<file path="src/rtl/ksa_sub_pipe_if.sv">
// rtl/ksa_sub_pipe_if.sv - operand/result handshake bundle for the pipelined KS subtractor
interface ksa_sub_pipe_if #(
    parameter int WIDTH = 8
);
    logic             i_valid;
    logic             o_ready;
    logic [WIDTH-1:0] i_a;
    logic [WIDTH-1:0] i_b;
    logic             i_bin;
    logic             o_valid;
    logic             i_ready;
    logic [WIDTH-1:0] o_diff;
    logic             o_borrow;
    logic             o_zero;
    logic             o_ovf;

    modport slave (
        input  i_valid, i_a, i_b, i_bin, i_ready,
        output o_ready, o_valid, o_diff, o_borrow, o_zero, o_ovf
    );

    modport master (
        output i_valid, i_a, i_b, i_bin, i_ready,
        input  o_ready, o_valid, o_diff, o_borrow, o_zero, o_ovf
    );
endinterface

</file>
<file path="src/rtl/ksa_sub_pipe.sv">
// rtl/ksa_sub_pipe.sv - pipelined Kogge-Stone subtractor with borrow/zero/overflow flags
// One register after pg, one per prefix level, one after post; the whole pipe stalls as a unit.
module ksa_sub_pipe #(
    parameter int WIDTH = 8
) (
    input  logic          clk,
    input  logic          rst,
    ksa_sub_pipe_if.slave sub_io
);
    localparam int LEVELS = $clog2(WIDTH);

    logic             adv;
    logic [WIDTH-1:0] bn;
    logic [WIDTH-1:0] pg_p;
    logic [WIDTH-1:0] pg_g;
    logic             cin;

    // Index 0 is R0 (after pg); index k is the register after prefix level k-1.
    logic [LEVELS:0][WIDTH-1:0] gen_q, gen_d;
    logic [LEVELS:0][WIDTH-1:0] prp_q, prp_d;
    logic [LEVELS:0][WIDTH-1:0] po_q,  po_d;
    logic [LEVELS:0]            cin_q, cin_d;
    logic [LEVELS:0]            amsb_q, amsb_d;
    logic [LEVELS:0]            bmsb_q, bmsb_d;
    logic [LEVELS:0]            vld_q, vld_d;

    logic [WIDTH-1:0] post_diff;
    logic             post_borrow;
    logic             post_zero;
    logic             post_ovf;

    logic             out_vld_q;
    logic [WIDTH-1:0] diff_q;
    logic             borrow_q;
    logic             zero_q;
    logic             ovf_q;

    assign adv            = ~out_vld_q | sub_io.i_ready;
    assign sub_io.o_ready = adv;

    // a - b - bin == a + ~b + ~bin; the carry-in is folded into bit 0's generate.
    always_comb begin
        bn      = ~sub_io.i_b;
        cin     = ~sub_io.i_bin;
        pg_p    = sub_io.i_a ^ bn;
        pg_g    = sub_io.i_a & bn;
        pg_g[0] = pg_g[0] | (pg_p[0] & cin);
    end

    assign gen_d[0]  = pg_g;
    assign prp_d[0]  = pg_p;
    assign po_d[0]   = pg_p;
    assign cin_d[0]  = cin;
    assign amsb_d[0] = sub_io.i_a[WIDTH-1];
    assign bmsb_d[0] = sub_io.i_b[WIDTH-1];
    assign vld_d[0]  = sub_io.i_valid;

    for (genvar k = 1; k <= LEVELS; k++) begin : g_lvl
        localparam int D = 1 << (k - 1);
        // Bits below the span keep their (G,P); ones in the shifted P keep P[i] intact there.
        assign gen_d[k]  = gen_q[k-1] | (prp_q[k-1] & (gen_q[k-1] << D));
        assign prp_d[k]  = prp_q[k-1] & ((prp_q[k-1] << D) | ~({WIDTH{1'b1}} << D));
        assign po_d[k]   = po_q[k-1];
        assign cin_d[k]  = cin_q[k-1];
        assign amsb_d[k] = amsb_q[k-1];
        assign bmsb_d[k] = bmsb_q[k-1];
        assign vld_d[k]  = vld_q[k-1];
    end

    assign post_diff   = po_q[LEVELS] ^ {gen_q[LEVELS][WIDTH-2:0], cin_q[LEVELS]};
    assign post_borrow = ~gen_q[LEVELS][WIDTH-1];
    assign post_zero   = ~|post_diff;
    assign post_ovf    = (amsb_q[LEVELS] ^ bmsb_q[LEVELS]) & (amsb_q[LEVELS] ^ post_diff[WIDTH-1]);

    always_ff @(posedge clk) begin
        if (rst) begin
            gen_q     <= '0;
            prp_q     <= '0;
            po_q      <= '0;
            cin_q     <= '0;
            amsb_q    <= '0;
            bmsb_q    <= '0;
            vld_q     <= '0;
            out_vld_q <= 1'b0;
            diff_q    <= '0;
            borrow_q  <= 1'b0;
            zero_q    <= 1'b0;
            ovf_q     <= 1'b0;
        end else if (adv) begin
            gen_q     <= gen_d;
            prp_q     <= prp_d;
            po_q      <= po_d;
            cin_q     <= cin_d;
            amsb_q    <= amsb_d;
            bmsb_q    <= bmsb_d;
            vld_q     <= vld_d;
            out_vld_q <= vld_q[LEVELS];
            diff_q    <= post_diff;
            borrow_q  <= post_borrow;
            zero_q    <= post_zero;
            ovf_q     <= post_ovf;
        end
    end

    assign sub_io.o_valid  = out_vld_q;
    assign sub_io.o_diff   = diff_q;
    assign sub_io.o_borrow = borrow_q;
    assign sub_io.o_zero   = zero_q;
    assign sub_io.o_ovf    = ovf_q;
endmodule

</file>
<file path="src/flat_wrapper.sv">
// flat-port wrapper written by rule: the top's interface ports become plain ports
module ksa_sub_pipe_flat 
#(
    parameter int WIDTH = 8
)
  (clk, rst, sub_io_i_valid, sub_io_i_a, sub_io_i_b, sub_io_i_bin, sub_io_i_ready, sub_io_o_ready, sub_io_o_valid, sub_io_o_diff, sub_io_o_borrow, sub_io_o_zero, sub_io_o_ovf);
  ksa_sub_pipe_if #(.WIDTH(WIDTH)) sub_io_i ();
  input  logic clk;
  input  logic rst;
  input wire logic [$bits(sub_io_i.i_valid)-1:0] sub_io_i_valid;
  input wire logic [$bits(sub_io_i.i_a)-1:0] sub_io_i_a;
  input wire logic [$bits(sub_io_i.i_b)-1:0] sub_io_i_b;
  input wire logic [$bits(sub_io_i.i_bin)-1:0] sub_io_i_bin;
  input wire logic [$bits(sub_io_i.i_ready)-1:0] sub_io_i_ready;
  output wire logic [$bits(sub_io_i.o_ready)-1:0] sub_io_o_ready;
  output wire logic [$bits(sub_io_i.o_valid)-1:0] sub_io_o_valid;
  output wire logic [$bits(sub_io_i.o_diff)-1:0] sub_io_o_diff;
  output wire logic [$bits(sub_io_i.o_borrow)-1:0] sub_io_o_borrow;
  output wire logic [$bits(sub_io_i.o_zero)-1:0] sub_io_o_zero;
  output wire logic [$bits(sub_io_i.o_ovf)-1:0] sub_io_o_ovf;
  assign sub_io_i.i_valid = sub_io_i_valid;
  assign sub_io_i.i_a = sub_io_i_a;
  assign sub_io_i.i_b = sub_io_i_b;
  assign sub_io_i.i_bin = sub_io_i_bin;
  assign sub_io_i.i_ready = sub_io_i_ready;
  assign sub_io_o_ready = sub_io_i.o_ready;
  assign sub_io_o_valid = sub_io_i.o_valid;
  assign sub_io_o_diff = sub_io_i.o_diff;
  assign sub_io_o_borrow = sub_io_i.o_borrow;
  assign sub_io_o_zero = sub_io_i.o_zero;
  assign sub_io_o_ovf = sub_io_i.o_ovf;
  ksa_sub_pipe #(.WIDTH(WIDTH)) u_core (.clk(clk), .rst(rst), .sub_io(sub_io_i));
endmodule
</file>
<file path="config.mk">
export PLATFORM = sky130hd
export DESIGN_NAME = ksa_sub_pipe_flat
export DESIGN_NICKNAME = d
export VERILOG_FILES = /design/src/rtl/ksa_sub_pipe_if.sv /design/src/rtl/ksa_sub_pipe.sv /design/src/flat_wrapper.sv
export SDC_FILE = /design/constraint.sdc
export NUM_CORES = 1
export LEC_CHECK = 0
export ABC_AREA = 1
export CAP_MARGIN = 20
export CORE_ASPECT_RATIO = 2
export CORE_MARGIN = 8
export CORE_UTILIZATION = 60
export CTS_CLUSTER_DIAMETER = 100
export DETAILED_ROUTE_END_ITERATION = 8
export GPL_TIMING_DRIVEN = 0
export PLACE_DENSITY = 0.85
export SKIP_LAST_GASP = 1
export SYNTH_ARGS = -nofsm -noshare
export SYNTH_HDL_FRONTEND = slang
export SYNTH_SLANG_ARGS = --single-unit
</file>
<file path="constraint.sdc">
create_clock -name clk -period 2 [get_ports clk]
set_input_delay 0.4 -clock clk [delete_from_list [all_inputs] [get_ports clk]]
set_output_delay 0.4 -clock clk [all_outputs]
set_load 0.005 [all_outputs]
</file>
; After elaboration in Yosys (flattened, before gate mapping)
; Index checks and enable logic that the tools add are counted.
[totals]
wordCells = 42
ff_bits = 108
output_inout_bits = 13
in_bits = 21
[classes]
bitwise = 21
n_reduce_logical = 2
[op_table]
columns = operator, count
row1 = 8-bit bitwise AND, 6
row2 = 8-bit OR, 3
row3 = 8-bit XOR, 2
row4 = 8-bit NOT, 1
row5 = 8-bit OR reduction, 1
row6 = 1-bit NOT, 3
row7 = 1-bit bitwise AND, 2
row8 = 1-bit OR, 2
row9 = 1-bit XOR, 2
row10 = 1-bit zero test, 1

; Longest topological paths before layout
; Gate-level depths: netlist of run 1.
[depth]
ltp_word = 4
mapped_depth = 7
ltp_nobuf = 7

; Worst setup path after synthesis of run 1
; Ideal clock, no wire load.
[synth_timing]
kind = input port to output port
startpoint = input sub_io_i_ready
endpoint = output sub_io_o_ready
arrival_ns = 0.779
path_slack_ns = 0.821
required_time_ns = 1.600
stages = 4
path_cell_list = inv_2 -> nand2_4 -> buf_6 -> buf_2
[synth_via]
elab_chain_len = 1
[synth_lines]
columns = item, line_no
row1 = "start, declared", flat_wrapper.sv:14  ; input wire logic [$bits(sub_io_i.i_ready)-1:0] sub_io_i_ready;
row2 = 1-bit OR, ksa_sub_pipe.sv:38  ; assign adv = ~out_vld_q | sub_io.i_ready;
row3 = "end, declared", flat_wrapper.sv:15  ; output wire logic [$bits(sub_io_i.o_ready)-1:0] sub_io_o_ready;
; No other way between the ends.

; Final worst setup path of run 1
; Ends and elaborated chain as after synthesis.

==> results of run 1 <==
synthesized netlist by cell type, types with 6 or more instances:
cell type / number / area share, %
dfxtp_1: 102 / 53
a31oi_1: 7 / 1.1
o21ai_1: 6 / 0.78
o21ai_0: 68 / 8.8
nand2_1: 71 / 6.9
ha_1: 8 / 2.6
clkbuf_1: 11 / 1.1
buf_2: 16 / 2.1
a21oi_1: 58 / 7.5
nand3_1: 15 / 1.9
nor2_1: 95 / 9.3
inv_1: 22 / 2.1
layout make-up:
type	instances	share of cell area (%)
Sequential cell	102	44.4
Multi-Input combinational cell	334	33.9
Timing Repair Buffer	35	7.52
Clock buffer	11	5.07
Buffer	31	3.62
Tap cell	86	2.34
Inverter	25	2.04
Clock inverter	5	1.09
routing by layer:
layer	GRT usage, %	up-vias	part of all wire [%]
li1	-	1706	-
met1	23.9	1632	37
met2	41.4	129	54
met3	5.42	29	4.9
met4	14.5	0	4.1
met5	0	-	0
final timing paths:
path / depth (start not counted) / start / end / slack [ps]
setup reg to reg: 5 / u_core.sub_io.o_valid / u_core.gen_q[9] / 560
hold reg to reg: 1 / u_core.gen_q[31] / u_core.sub_io.o_borrow / 440
setup / recovery: 5 / sub_io_i_ready / sub_io_o_ready / 40
hold / removal: 1 / u_core.gen_q[31] / u_core.sub_io.o_borrow / 440
report_power, final:
group | leakage [uW] | internal (uW) | switching [uW]
Clock | 0.000143 | 962 | 724
Combinational | 0.000841 | 140 | 163
Sequential | 0.000833 | 2120 | 65.4
Total | 0.00182 | 3220 | 952
sequential cells by signal, indices dropped and copies added, names as in the netlist:
register and cells:
u_core.amsb_q 4, u_core.bmsb_q 4, u_core.cin_q 4, u_core.gen_q 32, u_core.po_d 24, u_core.po_q 8, u_core.prp_q 10, u_core.sub_io.o_borrow 1
u_core.sub_io.o_diff 8, u_core.sub_io.o_ovf 1, u_core.sub_io.o_valid 1, u_core.sub_io.o_zero 1, u_core.vld_q 4
through the flow:
stage          util (%)  setup slack, ps
6_report           73.4             39.4
5_1_grt            73.4             17.6
4_1_cts            73.4             32.7
3_5_place_dp       68.6             -357
3_3_place_gp       68.6             -355
2_1_floorplan         -              821
what timing repair did:
action / in CTS / in global routing
resized for setup: 2 / 0
endpoints found under the setup margin: 1 / 0
setup buffers: 2 / 0
worst reg2reg max path: cells and delay by family (launching register included):
family | cells | cell delay, ps
buffers and inverters | 2 | 540
AO/OA/AOI/OAI | 2 | 390
AND/OR/NAND/NOR | 1 | 90
flip-flops | 1 | 340
cells by family after synthesis:
logic type                 Yosys count  share of synthesized area [%]
adders and majority gates            8                           2.60
AOI/OAI and AO/OA                  140                           18.5
xor gates and xnor gates             3                          0.682
buffers and inverters               57                           6.65
and+or+nand+nor                    183                           18.6
DFF                                102                           53.0
==> reports/results.tsv, run 1 <==
stage	metric	value	unit
final_layout	Layout Area Growth over Synthesis	19.2	%
run_status	status	finished, final reports clean	
timing	final slew viol count	0	
synth	predominant post-synthesis flop cell	dfxtp_1	
timing	Period minus WS final	1960	ps
pwr	Pleak	0.00182	uW
floorplan	Die H	129	um
worst_setup_path	Setup CP Type	input port to output port	
worst_setup_path	critical path peak fanout	2	
detailed_routing	via/cell ratio	5.56	
global_route	total track usage	23.4	%
worst_setup_path	CP Cell Sequence	clkdlybuf4s50_1 > inv_2 > nand2_4 > buf_12 > clkdlybuf4s50_1	
synth	Cell variety after synth	20	
synth	#FFs+latches synth	102	
worst_setup_path	Crit path buffers/inverters	4	
final_layout	Non-Filler Instances	629	
clock_network	TritonCTS Buffers	9	
worst_hold_path	worst hold-check path type	flop to flop	
global_route	vias in the first global route	3507	
clock_network	CTS tree	done	
timing	RSZ-0062 raised after global routing	no	
clock_network	Worst-Skew Late Latency	350	ps
run	max cap viols	0	
timing	Worst Skew	6.18	ps
detailed_routing	final WL	10.4	mm
timing	Rel. slew slack	64.5	%
synth	Synth Cell Area	3850	sq um
detailed_routing	Iter 0 DRT Violations	405	
floorplan	num rows	41	
detailed_routing	Vias	3496	
placement	hpwl dp	7.25	mm
synth	post-synthesis sequential area ratio	53.0	%
timing	Setup TNS	0	ps
detailed_routing	wire length per cell	16.5	um
clock_network	hold buffers post-CTS	0	
floorplan	die area	9400	sq um
final_layout	diode count	0	
timing	hold_ws	444	ps
timing	Final Hold Viols	0	
placement	PortBufs	33	
synth	Mapped Cells	493	
synth	Synth async-reset ratio	0	%
final_layout	commonest non-fill, non-tap cell in the layout	dfxtp_1	
global_route	GRT Residual Overflow	0	
worst_setup_path	Largest stage delay, worst path	490	ps
timing	Final Setup Violations	0	
global_route	initial antenna violation count	0	
global_route	global-route wire length before repair	16.8	mm
timing	Tcrit/Tclk final	98.0	%
pwr	Cell Pwr Density	908	nW/um^2
clock_network	CTS max path bufs	2	
placement	Cell Area, Placed	4290	sq um
final_layout	layout cells sized above 1	7.18	%
global_route	largest net degree at the start of global routing	19	
pwr	Worst VDD drop	0.764	mV
worst_setup_path	Crit-path slowest cell	clkdlybuf4s50_1	
synth	synth warn	0	
floorplan	die width	72.7	um
timing	Slew @ Worst Pin	532	ps
final_layout	Layout Nets	567	
worst_setup_path	most used cell, CP	clkdlybuf4s50_1	
floorplan	Initial Utilization	61.6	%
worst_setup_path	Worst EP required	1600	ps
placement	dpl cells	612	
final_layout	multi-input logic area	1560	sq um
detailed_routing	# DRC	0	
clock_network	root buffer cell	clkbuf_16	
placement	GPL Wtd Cong	0.902	
final_layout	commonest non-fill, non-tap cells in the layout	102 x dfxtp_1, 95 x nor2_1, 71 x nand2_1, 68 x o21ai_0, 58 x a21oi_1	
synth	Post-Syn Nets	522	
final_layout	sequential cell area	2040	sq um
detailed_routing	DR pass1 iterations	5	
clock_network	CTS H-tree lvls	3	
clock_network	clock transition at the registers of the reported paths	70	ps
floorplan	I/O pin total	34	
timing	fmax	0.510	GHz
final_layout	final instance area	4590	sq um
floorplan	core area	6260	sq um
worst_setup_path	crit end category	output port	
final_layout	Fill cells	493	
clock_network	clk sinks	102	
detailed_routing	post-route ant nets	0	
synth	EDFF count, synth	0	
synth	Syn Area/Cell	7.82	sq um
worst_setup_path	CP delay by family, top	buffers and inverters	
pwr	Final Power	4170	uW
worst_setup_path	crit path DAT	1560	ps
worst_setup_path	Worst setup SP type	input port	
Power figures use the tool's default switching activity.
==> inputs of run 2 (changes only) <==
CORE_UTILIZATION = 51   (was 60)
PLACE_DENSITY = 0.79   (was 0.85)
clock period = 1.6 ns   (was 2 ns; I/O delays follow)
==> run 2 against run 1 <==
  * Count of clock-buffer cells in the layout rose by 5
  * Total power up 24%
  * Worst hold slack worse by 4.4 ps
  * Sequential power grew 25%
  * Global-route usage decreased by 4.3 points
  * Register-to-register slack worse by 350 ps
  * Core utilization is 12 points lower
  * Sequential share of layout area shrank 0.094 points
  * Clock skew hardly changed
  * Critical path type unchanged
  * Design area up 0.27%
  * Critical endpoint unchanged
  * Clock power grew 22%
  * First-iteration DRC count decreased by 24%
==> reports/results.tsv, run 2 (same netlist as run 1, synthesis figures left out) <==
stage	metric	value	unit	change
worst_setup_path	Worst Reg2Reg Path Length in Cells	6		+1
pwr	net load switching power	1150	uW	+20%
pwr	part of the power in the clock network	40.0	%	-0.4 points
detailed_routing	Vias	3472		-0.69%
placement	GPL Wtd Cong	0.858		-4.9%
worst_setup_path	Worst EP required	1280	ps	-320 ps
detailed_routing	post-route ant nets	0		unchanged
placement	DP Worst Slack	-569	ps	-212 ps
pwr	Pleak	0.00181	uW	-0.16%
detailed_routing	final WL	9.86	mm	-4.8%
pwr	Worst VDD drop	0.889	mV	+16%
placement	PortBufs	33		unchanged
timing	Slew @ Worst Pin	522	ps	-10.2 ps
timing	Final Setup Violations	0		unchanged
global_route	GRT Residual Overflow	0		unchanged
worst_setup_path	CP endpoint	sub_io_o_ready		
clock_network	CTS max path bufs	2		unchanged
detailed_routing	wire length per cell	15.5	um	-6.0%
floorplan	Initial Utilization	51.5	%	-10 points
timing	Rel. slew slack	65.2	%	+0.68 points
floorplan	core area	7490	sq um	+20%
detailed_routing	Iter 0 DRT Violations	309		-24%
worst_setup_path	RR Endpoint	u_core.gen_q[17]		
floorplan	die area	10800	sq um	+15%
worst_setup_path	critical path peak fanout	2		unchanged
timing	RSZ-0062 raised after global routing	no		
clock_network	Worst-Skew Late Latency	340	ps	about the same
clock_network	root buffer cell	clkbuf_16		
timing	Worst Skew	5.79	ps	-0.386 ps
global_route	vias in the first global route	3344		-4.6%
clock_network	TritonCTS Buffers	9		unchanged
global_route	global-route wire length before repair	16.3	mm	-2.9%
worst_setup_path	Setup CP Type	input port to output port		
final_layout	number of flip-flops in the largest register	32		unchanged
worst_setup_path	FF-to-FF setup slack	210	ps	-350 ps
pwr	Final Power	5150	uW	+24%
timing	fmax	0.646	GHz	
worst_hold_path	worst hold-check path type	flop to flop		
worst_setup_path	CP Cell Sequence	clkdlybuf4s50_1 > inv_2 > nand2_4 > buf_12 > dlygate4sd2_1		
detailed_routing	via/cell ratio	5.45		-1.9%
timing	final slew viol count	0		unchanged
placement	hpwl dp	6.85	mm	-5.5%
final_layout	commonest non-fill, non-tap cells in the layout	101 x dfxtp_1, 95 x nor2_1, 71 x nand2_1, 68 x o21ai_0, 58 x a21oi_1		
final_layout	Reg with most FFs	u_core.gen_q		
final_layout	post-layout util	61.5	%	-12 points
pwr	Cell Pwr Density	1120	nW/um^2	+23%
timing	Final WS setup	52.1	ps	+12.7 ps
clock_network	hold buffers post-CTS	0		unchanged
final_layout	diode count	0		unchanged
global_route	total track usage	19.1	%	-4.3 points
worst_setup_path	worst r2r src	u_core.sub_io.o_valid		
pwr	Flop pwr share	52.9	%	+0.6 points
worst_setup_path	worst setup path startpoint	sub_io_i_ready		
detailed_routing	# DRC	0		unchanged
clock_network	CTS H-tree lvls	3		unchanged
pwr	Internal	4010	uW	+24%
global_route	initial antenna violation count	1		+1
worst_setup_path	crit path DAT	1230	ps	-330 ps
worst_setup_path	Worst setup SP type	input port		
final_layout	Layout Nets	567		unchanged
pwr	sw frac	22.2	%	-0.60 points
final_layout	layout cells sized above 1	7.18	%	unchanged
floorplan	die width	77.5	um	+6.6%
clock_network	CTS tree	done		
final_layout	commonest non-fill, non-tap cell in the layout	dfxtp_1		
timing	Final Hold Viols	0		unchanged
worst_setup_path	Largest stage delay, worst path	410	ps	-80 ps
worst_setup_path	Crit-path slowest cell	clkdlybuf4s50_1		
floorplan	num rows	45		+9.8%
timing	Tcrit/Tclk final	96.7	%	
timing	Period minus WS final	1550	ps	
floorplan	Die H	139	um	+7.4%
final_layout	Layout Area Growth over Synthesis	19.5	%	
run_status	status	finished, final reports clean		
floorplan	I/O pin total	34		unchanged
clock_network	clock transition at the registers of the reported paths	60	ps	about the same
pwr	combinational share of power	7.1	%	-0.2 points
clock_network	clk sinks	102		unchanged
detailed_routing	DR pass1 iterations	6		+1
global_route	largest net degree at the start of global routing	19		unchanged
run	max cap viols	0		unchanged
worst_setup_path	crit end category	output port		
==> run 2: cell types whose count changed in the layout (fill, tap and decap cells not counted), sizes merged <==
cell           before  now
dlygate4sd2         0    1
clkinv              4    0
clkdlybuf4s50      33   32
clkbuf             22   28
bufinv              1    0
buf                22   21
==> run 2: metrics by stage <==
| stage | hold WS [ps] | TNS (ps) | cell area (sq um) | instances |
|---|---|---|---|---|
| finish | 439 | 0 | 4610 | 637 |
| floorplan | 406 | 0 | 3850 | 493 |
| detailed placement | 431 | -8660 | 4300 | 620 |
| global placement | 427 | -6920 | 4300 | 620 |
| CTS | 441 | 0 | 4600 | 637 |
| global route | 462 | 0 | 4610 | 637 |
==> run 2: how the worst min path moves through the flow <==
stage / end / slack (ps) / depth (start not counted) / start
4_1_cts: u_core.sub_io.o_borrow / 440 / 1 / u_core.gen_q[31]
6_report: u_core.sub_io.o_borrow / 440 / 1 / u_core.gen_q[31]
3_5_place_dp: u_core.sub_io.o_borrow / 430 / 1 / u_core.gen_q[31]
2_1_floorplan: u_core.sub_io.o_borrow / 410 / 1 / u_core.gen_q[31]
3_3_place_gp: u_core.sub_io.o_borrow / 430 / 1 / u_core.gen_q[31]
5_1_grt: u_core.sub_io.o_borrow / 460 / 1 / u_core.gen_q[31]
==> run 2: metal layers <==
layer  part of all wire [%]  GRT usage [%]  vias up
met4                    3.8           9.82        2
li1                       -              -     1709
met2                     48           30.7      141
met5                   0.13              0        -
met3                    6.1           4.55       29
met1                     42           22.9     1591
==> run 2: timing repair <==
item,in CTS,in global routing
pin swaps,0,0
gates resized for setup,3,4
endpoints found under the hold margin,0,0
buffers inserted,2,0
setup endpoints to repair,1,6
==> run 2: power groups by stage <==
stage / registers [uW] / clock network, uW / logic (uW)
5_1_grt: 2730 / 2180 / 418
3_5_place_dp: 2780 / 0 / 363
6_report: 2720 / 2060 / 368
2_1_floorplan: 2750 / 0 / 220
3_3_place_gp: 2770 / 0 / 355
4_1_cts: 2720 / 2080 / 368
==> run 2: final cells by class <==
class                   instances  area (sq um)
plain buffers                  31           170
clock buffers                  16           282
fillers                       664          2880
inverters                      25          93.8
multi-input cells             334          1560
flip-flops and latches        102          2040
well taps                      94           118
repair buffers                 35           344
==> run 2: worst max-delay path, delay by kind of cell <==
kind / cells / cell delay (ps)
buffers and inverters: 4 / 850
and+or+nand+nor: 1 / 50
